`src/rtl/mode_sequencer.sv`:
```
// Mode controller: short press advances the mode, long press returns home, idle ticks auto-return home.
// Edit buttons reach only the active mode; display fields are muxed through one register stage.
module mode_sequencer #(
  parameter int N_MODES        = 3,
  parameter int SEC_W          = 6,
  parameter int MIN_W          = 6,
  parameter int HR_W           = 5,
  parameter int LONG_PRESS_CYC = 1000,
  parameter int IDLE_TICKS     = 60,
  localparam int MW            = (N_MODES > 2) ? $clog2(N_MODES) : 1
) (
  input  logic                     i_clk,
  input  logic                     i_rst,
  input  logic                     i_tick,
  input  logic                     i_mode,
  input  logic                     i_set,
  input  logic                     i_up,
  input  logic                     i_down,
  input  logic                     i_left,
  input  logic                     i_right,
  input  logic [N_MODES*SEC_W-1:0] i_sec_bus,
  input  logic [N_MODES*MIN_W-1:0] i_min_bus,
  input  logic [N_MODES*HR_W-1:0]  i_hr_bus,
  output logic [N_MODES*5-1:0]     o_btn_bus,
  output logic [MW-1:0]            o_mode,
  output logic                     o_mode_chg,
  output logic [SEC_W-1:0]         o_sec,
  output logic [MIN_W-1:0]         o_min,
  output logic [HR_W-1:0]          o_hr
);

  localparam int PW = $clog2(LONG_PRESS_CYC + 1);
  localparam int IW = (IDLE_TICKS > 0) ? $clog2(IDLE_TICKS + 1) : 1;

  localparam logic [1:0] ST_ARMED = 2'd0;
  localparam logic [1:0] ST_IDLE  = 2'd1;
  localparam logic [1:0] ST_PRESS = 2'd2;
  localparam logic [1:0] ST_HELD  = 2'd3;

  localparam logic [MW-1:0] LAST_MODE = MW'(N_MODES - 1);
  localparam logic [PW-1:0] LONG_LAST = PW'(LONG_PRESS_CYC - 1);
  localparam logic [IW-1:0] IDLE_LAST = IW'((IDLE_TICKS > 0) ? IDLE_TICKS - 1 : 0);
  localparam logic [IW-1:0] IDLE_MAX  = IW'(IDLE_TICKS);

  logic [1:0]    state;
  logic [PW-1:0] press_cnt;
  logic [IW-1:0] idle_cnt;
  logic [MW-1:0] mode;
  logic          any_btn;
  logic          short_rel;
  logic          long_hit;
  logic          timeout;

  assign o_mode = mode;

  always_comb begin
    any_btn   = i_mode | i_set | i_up | i_down | i_left | i_right;
    short_rel = (state == ST_PRESS) && !i_mode;
    long_hit  = (state == ST_PRESS) && i_mode && (press_cnt == LONG_LAST);
    // A release in the same cycle takes priority over the idle timeout.
    timeout   = (IDLE_TICKS > 0) && i_tick && !any_btn && !short_rel &&
                (mode != '0) && (idle_cnt == IDLE_LAST);
  end

  always_comb begin
    o_btn_bus = '0;
    if (state == ST_IDLE) begin
      o_btn_bus[mode*5 +: 5] = {i_set, i_up, i_down, i_left, i_right};
    end
  end

  always_ff @(posedge i_clk) begin
    if (i_rst) begin
      state      <= ST_ARMED;
      press_cnt  <= '0;
      idle_cnt   <= '0;
      mode       <= '0;
      o_mode_chg <= 1'b0;
      o_sec      <= '0;
      o_min      <= '0;
      o_hr       <= '0;
    end else begin
      o_mode_chg <= short_rel | long_hit | timeout;
      o_sec      <= i_sec_bus[mode*SEC_W +: SEC_W];
      o_min      <= i_min_bus[mode*MIN_W +: MIN_W];
      o_hr       <= i_hr_bus[mode*HR_W +: HR_W];

      case (state)
        ST_ARMED: if (!i_mode) state <= ST_IDLE;
        ST_IDLE: begin
          press_cnt <= '0;
          if (i_mode) begin
            state     <= ST_PRESS;
            press_cnt <= PW'(1);
          end
        end
        ST_PRESS: begin
          if (!i_mode) begin
            state     <= ST_IDLE;
            press_cnt <= '0;
          end else if (long_hit) begin
            state <= ST_HELD;
          end else begin
            press_cnt <= press_cnt + 1'b1;
          end
        end
        default: begin
          press_cnt <= '0;
          if (!i_mode) state <= ST_IDLE;
        end
      endcase

      if (short_rel) begin
        mode <= (mode == LAST_MODE) ? '0 : mode + 1'b1;
      end else if (long_hit || timeout) begin
        mode <= '0;
      end

      if (IDLE_TICKS == 0 || any_btn || mode == '0 || short_rel || timeout) begin
        idle_cnt <= '0;
      end else if (i_tick && idle_cnt != IDLE_MAX) begin
        idle_cnt <= idle_cnt + 1'b1;
      end
    end
  end

endmodule

```
`config.mk`:
```
export PLATFORM = sky130hd
export DESIGN_NAME = mode_sequencer
export DESIGN_NICKNAME = d
export VERILOG_FILES = /design/src/rtl/mode_sequencer.sv
export SDC_FILE = /design/constraint.sdc
export NUM_CORES = 1
export LEC_CHECK = 0
export CORE_MARGIN = 4
export CORE_UTILIZATION = 37
export CTS_CLUSTER_DIAMETER = 50
export CTS_CLUSTER_SIZE = 16
export DETAILED_ROUTE_END_ITERATION = 12
export PLACE_DENSITY = 0.87
export SLEW_MARGIN = 5
export SYNTH_ARGS = -nofsm -noshare
export SYNTH_HDL_FRONTEND = slang
export SYNTH_SLANG_ARGS = --single-unit
```
`constraint.sdc`:
```
create_clock -name i_clk -period 2 [get_ports i_clk]
set_input_delay 0.5 -clock i_clk [delete_from_list [all_inputs] [get_ports i_clk]]
set_output_delay 0.5 -clock i_clk [all_outputs]
set_load 0.03 [all_outputs]
```
==> results.toml, run 1 <==
[die]
core_area_um2 = 5238
start_util_pct = 39.32
die_h_um = 82.61
num_rows = 26
die-area_um2 = 6824
io_pins = 95
die_w_um = 82.61

[grt]
grt_pass1_vias = 2077
grt_antenna_before_repair = 0
grt_max_degree = 21
grt_first_pass_wirelength_um = 9528
grt_overflow_total = 0
grt_usage_pct = 18.29

[placement]
gp_congestion = 0.8270
dp_hpwl_um = 4617
post-place-ws_ns = -0.3722
portBuffers = 94
dp.cells = 420

[power]
powerDensity_nw_per_um2 = 532.3
power_mw = 1.835
pwr-share-comb_pct = 23.6
ir_drop_mv = 0.3933
power.net_switching_mw = 0.4740
pwr-share-seq_pct = 43.0
switching_share_pct = 25.83
leakage_nw = 1.367
p_int_mw = 1.361
p_clk_share_pct = 33.4

[timing]
post-route-period-util_pct = 111.8
setup_viol = 15
post-route-min-period_ns = 2.235
hold_slack_ns = 0.5005
fin_setup_tns_ns = -3.164
setup_ws_ns = -0.2353
fmax_ghz = 0.4474
fin_skew_ns = 0.003361
rsz0062_at_grt = "yes"
relSlewSlack_pct = 24.55
finalHoldViolations = 0
slew_violations = 0
tightest_slew_ns = 1.128

[synth]
avgSynthCellArea_um2 = 8.238
synth.area.top_cells = "dfxtp_1 37%, mux2i_1 10%, nor2_1 8.9%"
ys_warn_count = 0
synth.distinct_cells = 37
yosysTopAreaCell = "dfxtp_1"
synth_edf_count = 0
synth_top_area_share_pct = 36.94
netlist_area_um2 = 2059
synth_cells = 250
ys_seq_area_share_pct = 36.94
synth_ff_type = "dfxtp_1"
synth-seq-cells = 38
synth-async-reset-ratio_pct = 0
syn-num-nets = 321

[worst_setup_path]
slowest_stage = "dfxtp_4"
worst-r2r-setup-slack_ns = 0.17
crit_required_ns = 1.50
cpPeakStageDelay_ns = 0.37
r2r_cells = 6
path_cells = "inv_4 > ha_4 > nand2_4 > nor4b_4 > and2_4 > buf_6"
rr_startpoint = "state[0]"
worstSetupStartpointType = "flip-flop"
path_max_fanout = 5
crit_path_end_kind = "output port"
path_class = "reg -> out"
arrival_ns = 1.74
timing.rr.end = "idle_cnt[2]"

[drt]
drtIter0Drc = 42
routed_wl_um = 5835
drt-wirelength-per-cell_um = 13.60
firstDrtPassIters = 4
drcViolationCount = 0
viasPerCell = 4.951
detail-route-antenna-nets = 0
routed-via-count = 2124

[min_path]
hold_class = "reg -> reg"
min_to = "press_cnt[0]"
min_path_cells = 2
min_from = "press_cnt[0]"

[clock_tree]
h-tree-depth = 2
clkLatencyLatePin_ns = 0.28
clk_path_buf_depth = 2
cts.clk_slew.worst_paths_ns = 0.07
clock_sinks = 38
cts-root-buf = "clkbuf_8"
cts_made_buffers = 5
cts_tree = "yes"

[layout]
synthToLayoutAreaGrowth_pct = 67.38
insertedDiodeCount = 0
drive_above_1_share_pct = 22.28
fin_cells = 429
nNetsFinal = 429

[outcome]
status = "complete, but fails checks"
violations = "setup timing"

[job]
max-cap-violations = 0
==> critical path: cells and delay by family, from the launching register on <==
| family | cells | cell delay [ns] |
|---|---|---|
| buf+inv | 2 | 0.17 |
| flops | 1 | 0.37 |
| simple gates | 3 | 0.63 |
| fa+ha+maj | 1 | 0.29 |
==> per-layer routing <==
metal / global-route usage [%] / wire length (µm)
met5: 0 / 0
met4: 4.575 / 53
met3: 4.664 / 366
met2: 36.30 / 3251
met1: 18.73 / 2164
==> cells by family after synthesis <==
group | Yosys count | synth area share [%]
buffers and inverters | 21 | 4.009
xor gates and xnor gates | 7 | 2.977
and+or+nand+nor | 111 | 26.79
AOI/OAI and AO/OA | 41 | 12.39
muxes | 21 | 10.21
adders and majority gates | 11 | 6.683
DFF | 38 | 36.94
==> cell usage after synthesis, drive strengths merged (2+ instances only) <==
cell type and instances:
xnor2 4, o32ai 2, or3 5, o41ai 2
nand2 12, a21oi 24, inv 11, o21ai 6
nand4 5, clkbuf 6, nor2 49, mux2i 21
nor2b 2, dfxtp 38, nor4 6, a211oi 3
nor3 6, and2 15, ha 11, nand3 3
xor2 3, buf 4
==> worst max-delay path by stage <==
stage | cells after the start | start | slack (ns) | endpoint
global placement | 5 | i_down | -0.18 | o_mode[0]
finish | 6 | o_mode[0] | -0.24 | o_btn_bus[14]
floorplan | 6 | o_mode[1] | 0.002 | o_btn_bus[10]
global route | 6 | o_mode[0] | -0.34 | o_btn_bus[13]
detailed placement | 5 | i_down | -0.37 | o_mode[1]
CTS | 6 | o_mode[1] | -0.24 | o_btn_bus[13]
==> flip-flops by register name (all words and copies together), names as in the netlist <==
name and count:
o_min 6, press_cnt 10, o_mode 2, o_sec 6, idle_cnt 6, state 2
o_mode_chg 1, o_hr 5
==> what timing repair did <==
action / in CTS / in global routing
resized for setup: 21 / 13
pin swaps: 10 / 6
endpoints found under the setup margin: 19 / 26
buffers inserted: 1 / 0
hold buffers: 0 / 0
hold endpoints to repair: 0 / 0
==> power by group through the flow <==
stage,logic (mW),clock network (mW),registers (mW)
after CTS,0.433,0.626,0.790
after global placement,0.415,0,0.807
final,0.434,0.612,0.789
after global routing,0.471,0.669,0.791
after detailed placement,0.426,0,0.808
after floorplan,0.150,0,0.852
==> area by class of cell <==
class | count | area (µm²)
Tap cell | 70 | 87.58
Inverter | 11 | 46.29
Clock buffer | 8 | 110.1
Sequential cell | 38 | 768.2
Timing Repair Buffer | 111 | 1077
Multi-Input combinational cell | 191 | 1358
Fill cell | 443 | 1790
==> stage by stage <==
step	instance area (µm²)	util [%]
3_5_place_dp	3209	61.28
6_report	3447	65.81
3_3_place_gp	3209	61.28
2_1_floorplan	2150	-
4_1_cts	3398	64.88
5_1_grt	3447	65.81
==> placed cells by master, fill, tap and decap left out, types with 3 or more instances in the layout <==
cell type / count
a21oi_1: 24
and2_2: 5
and2_4: 10
buf_4: 20
buf_6: 11
clkbuf_8: 8
clkdlybuf4s50_1: 77
dfxtp_1: 36
ha_1: 6
ha_2: 4
inv_1: 8
mux2i_1: 21
nand2_1: 11
nand3_1: 3
nand4_1: 5
nor2_1: 49
nor3_1: 6
nor4_1: 3
o21ai_0: 6
or3_1: 3
xnor2_1: 4
xor2_1: 3
Power figures use the tool's default switching activity.
==> run 2: changes to the inputs <==
--- a/config.mk
+++ b/config.mk
@@ -5,11 +5,12 @@
 export SDC_FILE = /design/constraint.sdc
 export NUM_CORES = 1
 export LEC_CHECK = 0
-export CORE_MARGIN = 4
+export ABC_CLOCK_PERIOD_IN_PS = 2000
 export CORE_UTILIZATION = 37
 export CTS_CLUSTER_DIAMETER = 50
 export CTS_CLUSTER_SIZE = 16
 export DETAILED_ROUTE_END_ITERATION = 12
+export HOLD_SLACK_MARGIN = 0.15
 export PLACE_DENSITY = 0.87
 export SLEW_MARGIN = 5
 export SYNTH_ARGS = -nofsm -noshare
==> run 2 against run 1 <==
Effect of this change:
- the flow still finishes with violations (setup timing)
- sequential power hardly changed
- flip-flop and latch count unchanged
- maximum frequency decreased by 0.51%
- clock power fell by 12%
- critical endpoint unchanged
- largest cell class unchanged
==> results.toml, run 2 (synthesized netlist as in run 1, its figures left out) <==
[outcome]
status = "complete, but fails checks"
violations = "setup timing"

[worst_setup_path]
r2r_cells = 6
slowest_stage = "dfxtp_4"
rr_startpoint = "state[0]"
cpPeakStageDelay_ns = 0.37
path_max_fanout = 5
worst-r2r-setup-slack_ns = 0.14
path_class = "reg -> out"
path_cells = "inv_4 > ha_4 > nand2_4 > nor4b_4 > and2_4 > buf_6"
path_buf_inv = 2
arrival_ns = 1.75
timing.rr.end = "idle_cnt[2]"
crit_path_end_kind = "output port"
worstSetupStartpointType = "flip-flop"
crit_family = "simple AND/OR/NAND/NOR gates"
crit_required_ns = 1.50

[min_path]
min_from = "press_cnt[0]"
min_path_cells = 2
hold_class = "reg -> reg"
min_to = "press_cnt[0]"

[placement]
portBuffers = 94
dp_hpwl_um = 4305
placed_cell_area_um2 = 3224
gp_congestion = 0.8063

[layout]
final_common_cell = "clkdlybuf4s50_1"
insertedDiodeCount = 0
top_register = "press_cnt"
design_area_um2 = 3446
nNetsFinal = 433
drive_above_1_share_pct = 22.31
synthToLayoutAreaGrowth_pct = 67.31
most-common-layout-cells = "78 x clkdlybuf4s50_1, 49 x nor2_1, 36 x dfxtp_1, 25 x buf_4, 24 x a21oi_1"
largest_register_ffs = 10

[drt]
drt-wirelength-per-cell_um = 12.58
firstDrtPassIters = 4
viasPerCell = 4.898
routed-via-count = 2121
routed_wl_um = 5449
detail-route-antenna-nets = 0
drcViolationCount = 0
drtIter0Drc = 81

[timing]
post-route-min-period_ns = 2.247
fin_skew_ns = 0.005772
slew_violations = 0
fmax_ghz = 0.4451
relSlewSlack_pct = 28.34
setup_viol = 15
setup_ws_ns = -0.2468
post-route-period-util_pct = 112.3
rsz0062_at_grt = "yes"
fin_setup_tns_ns = -2.972
tightest_slew_ns = 1.071
finalHoldViolations = 0

[clock_tree]
ctsHoldBuffers = 0
cts_made_buffers = 5
cts.clk_slew.worst_paths_ns = 0.07
cts_tree = "yes"
clock_sinks = 38
cts-root-buf = "clkbuf_8"
h-tree-depth = 2
clk_path_buf_depth = 2
clkLatencyLatePin_ns = 0.28

[grt]
grt_overflow_total = 0
grt_max_degree = 21
grt_antenna_before_repair = 0
grt_first_pass_wirelength_um = 9384
grt_pass1_vias = 2149
grt_usage_pct = 19.80

[job]
max-cap-violations = 0

[die]
num_rows = 26
die-area_um2 = 5868
die_h_um = 76.61
core_area_um2 = 5238
start_util_pct = 39.32
die_w_um = 76.61
io_pins = 95

[power]
leakage_nw = 1.345
ir_drop_mv = 0.3090
powerDensity_nw_per_um2 = 510.7
## run 2: area by class of cell
type / count / area (µm²)
fill: 412 / 1792
multi-input combinational: 191 / 1349
timing repair buffer: 115 / 1101
sequential: 38 / 768.2
tap: 70 / 87.58
clock buffer: 7 / 86.33
inverter: 11 / 48.80
clock inverter: 1 / 5.005
## run 2: worst register-to-register path, stage by stage, from the launching register on
cell and delay (ns):
dfxtp_1 0.39, inv_1 0.08, ha_1 0.29, nor4_1 0.31
nand2_1 0.13, or3_4 0.38, a211oi_1 0.19
## run 2: power by group
group	total [mW]	switching [mW]	internal, mW
combinational	0.433	0.199	0.234
clock	0.537	0.259	0.278
sequential	0.790	0.0100	0.780
total	1.76	0.468	1.29
## run 2: through the flow
stage	std cells	power (mW)	setup WS (ns)	hold slack [ns]	utilization, %
after floorplan	250	1.001	0.001843	0.4621	-
after global placement	422	1.222	-0.1846	0.4837	61.56
after detailed placement	422	1.234	-0.2471	0.4902	61.56
after CTS	432	1.783	-0.2394	0.5010	65.19
after global routing	433	1.857	-0.3056	0.5328	65.79
final	433	1.760	-0.2468	0.5068	65.79
## run 2: per-layer routing
| layer | track usage, % | wire length, µm | vias up |
|---|---|---|---|
| met5 | 0 | 0 | - |
| met3 | 5.389 | 237 | 7 |
| met4 | 5.192 | 63 | 0 |
| met1 | 20.16 | 2129 | 975 |
| met2 | 39.01 | 3018 | 56 |
| li1 | - | - | 1083 |
## run 2: worst max path at each step
stage | slack [ns] | cells past startpoint | startpoint | end
after floorplan | 0.002 | 6 | o_mode[1] | o_btn_bus[10]
after global placement | -0.18 | 5 | i_down | o_mode[0]
after detailed placement | -0.25 | 6 | i_mode | o_mode[1]
after CTS | -0.24 | 6 | o_mode[0] | o_btn_bus[11]
after global routing | -0.31 | 6 | o_mode[0] | o_btn_bus[13]
final | -0.25 | 6 | o_mode[0] | o_btn_bus[14]
## run 2: what timing repair did
action | CTS | global route
buffers inserted | 2 | 1
resized for setup | 25 | 5
endpoints found under the setup margin | 16 | 19
pin swaps | 13 | 6
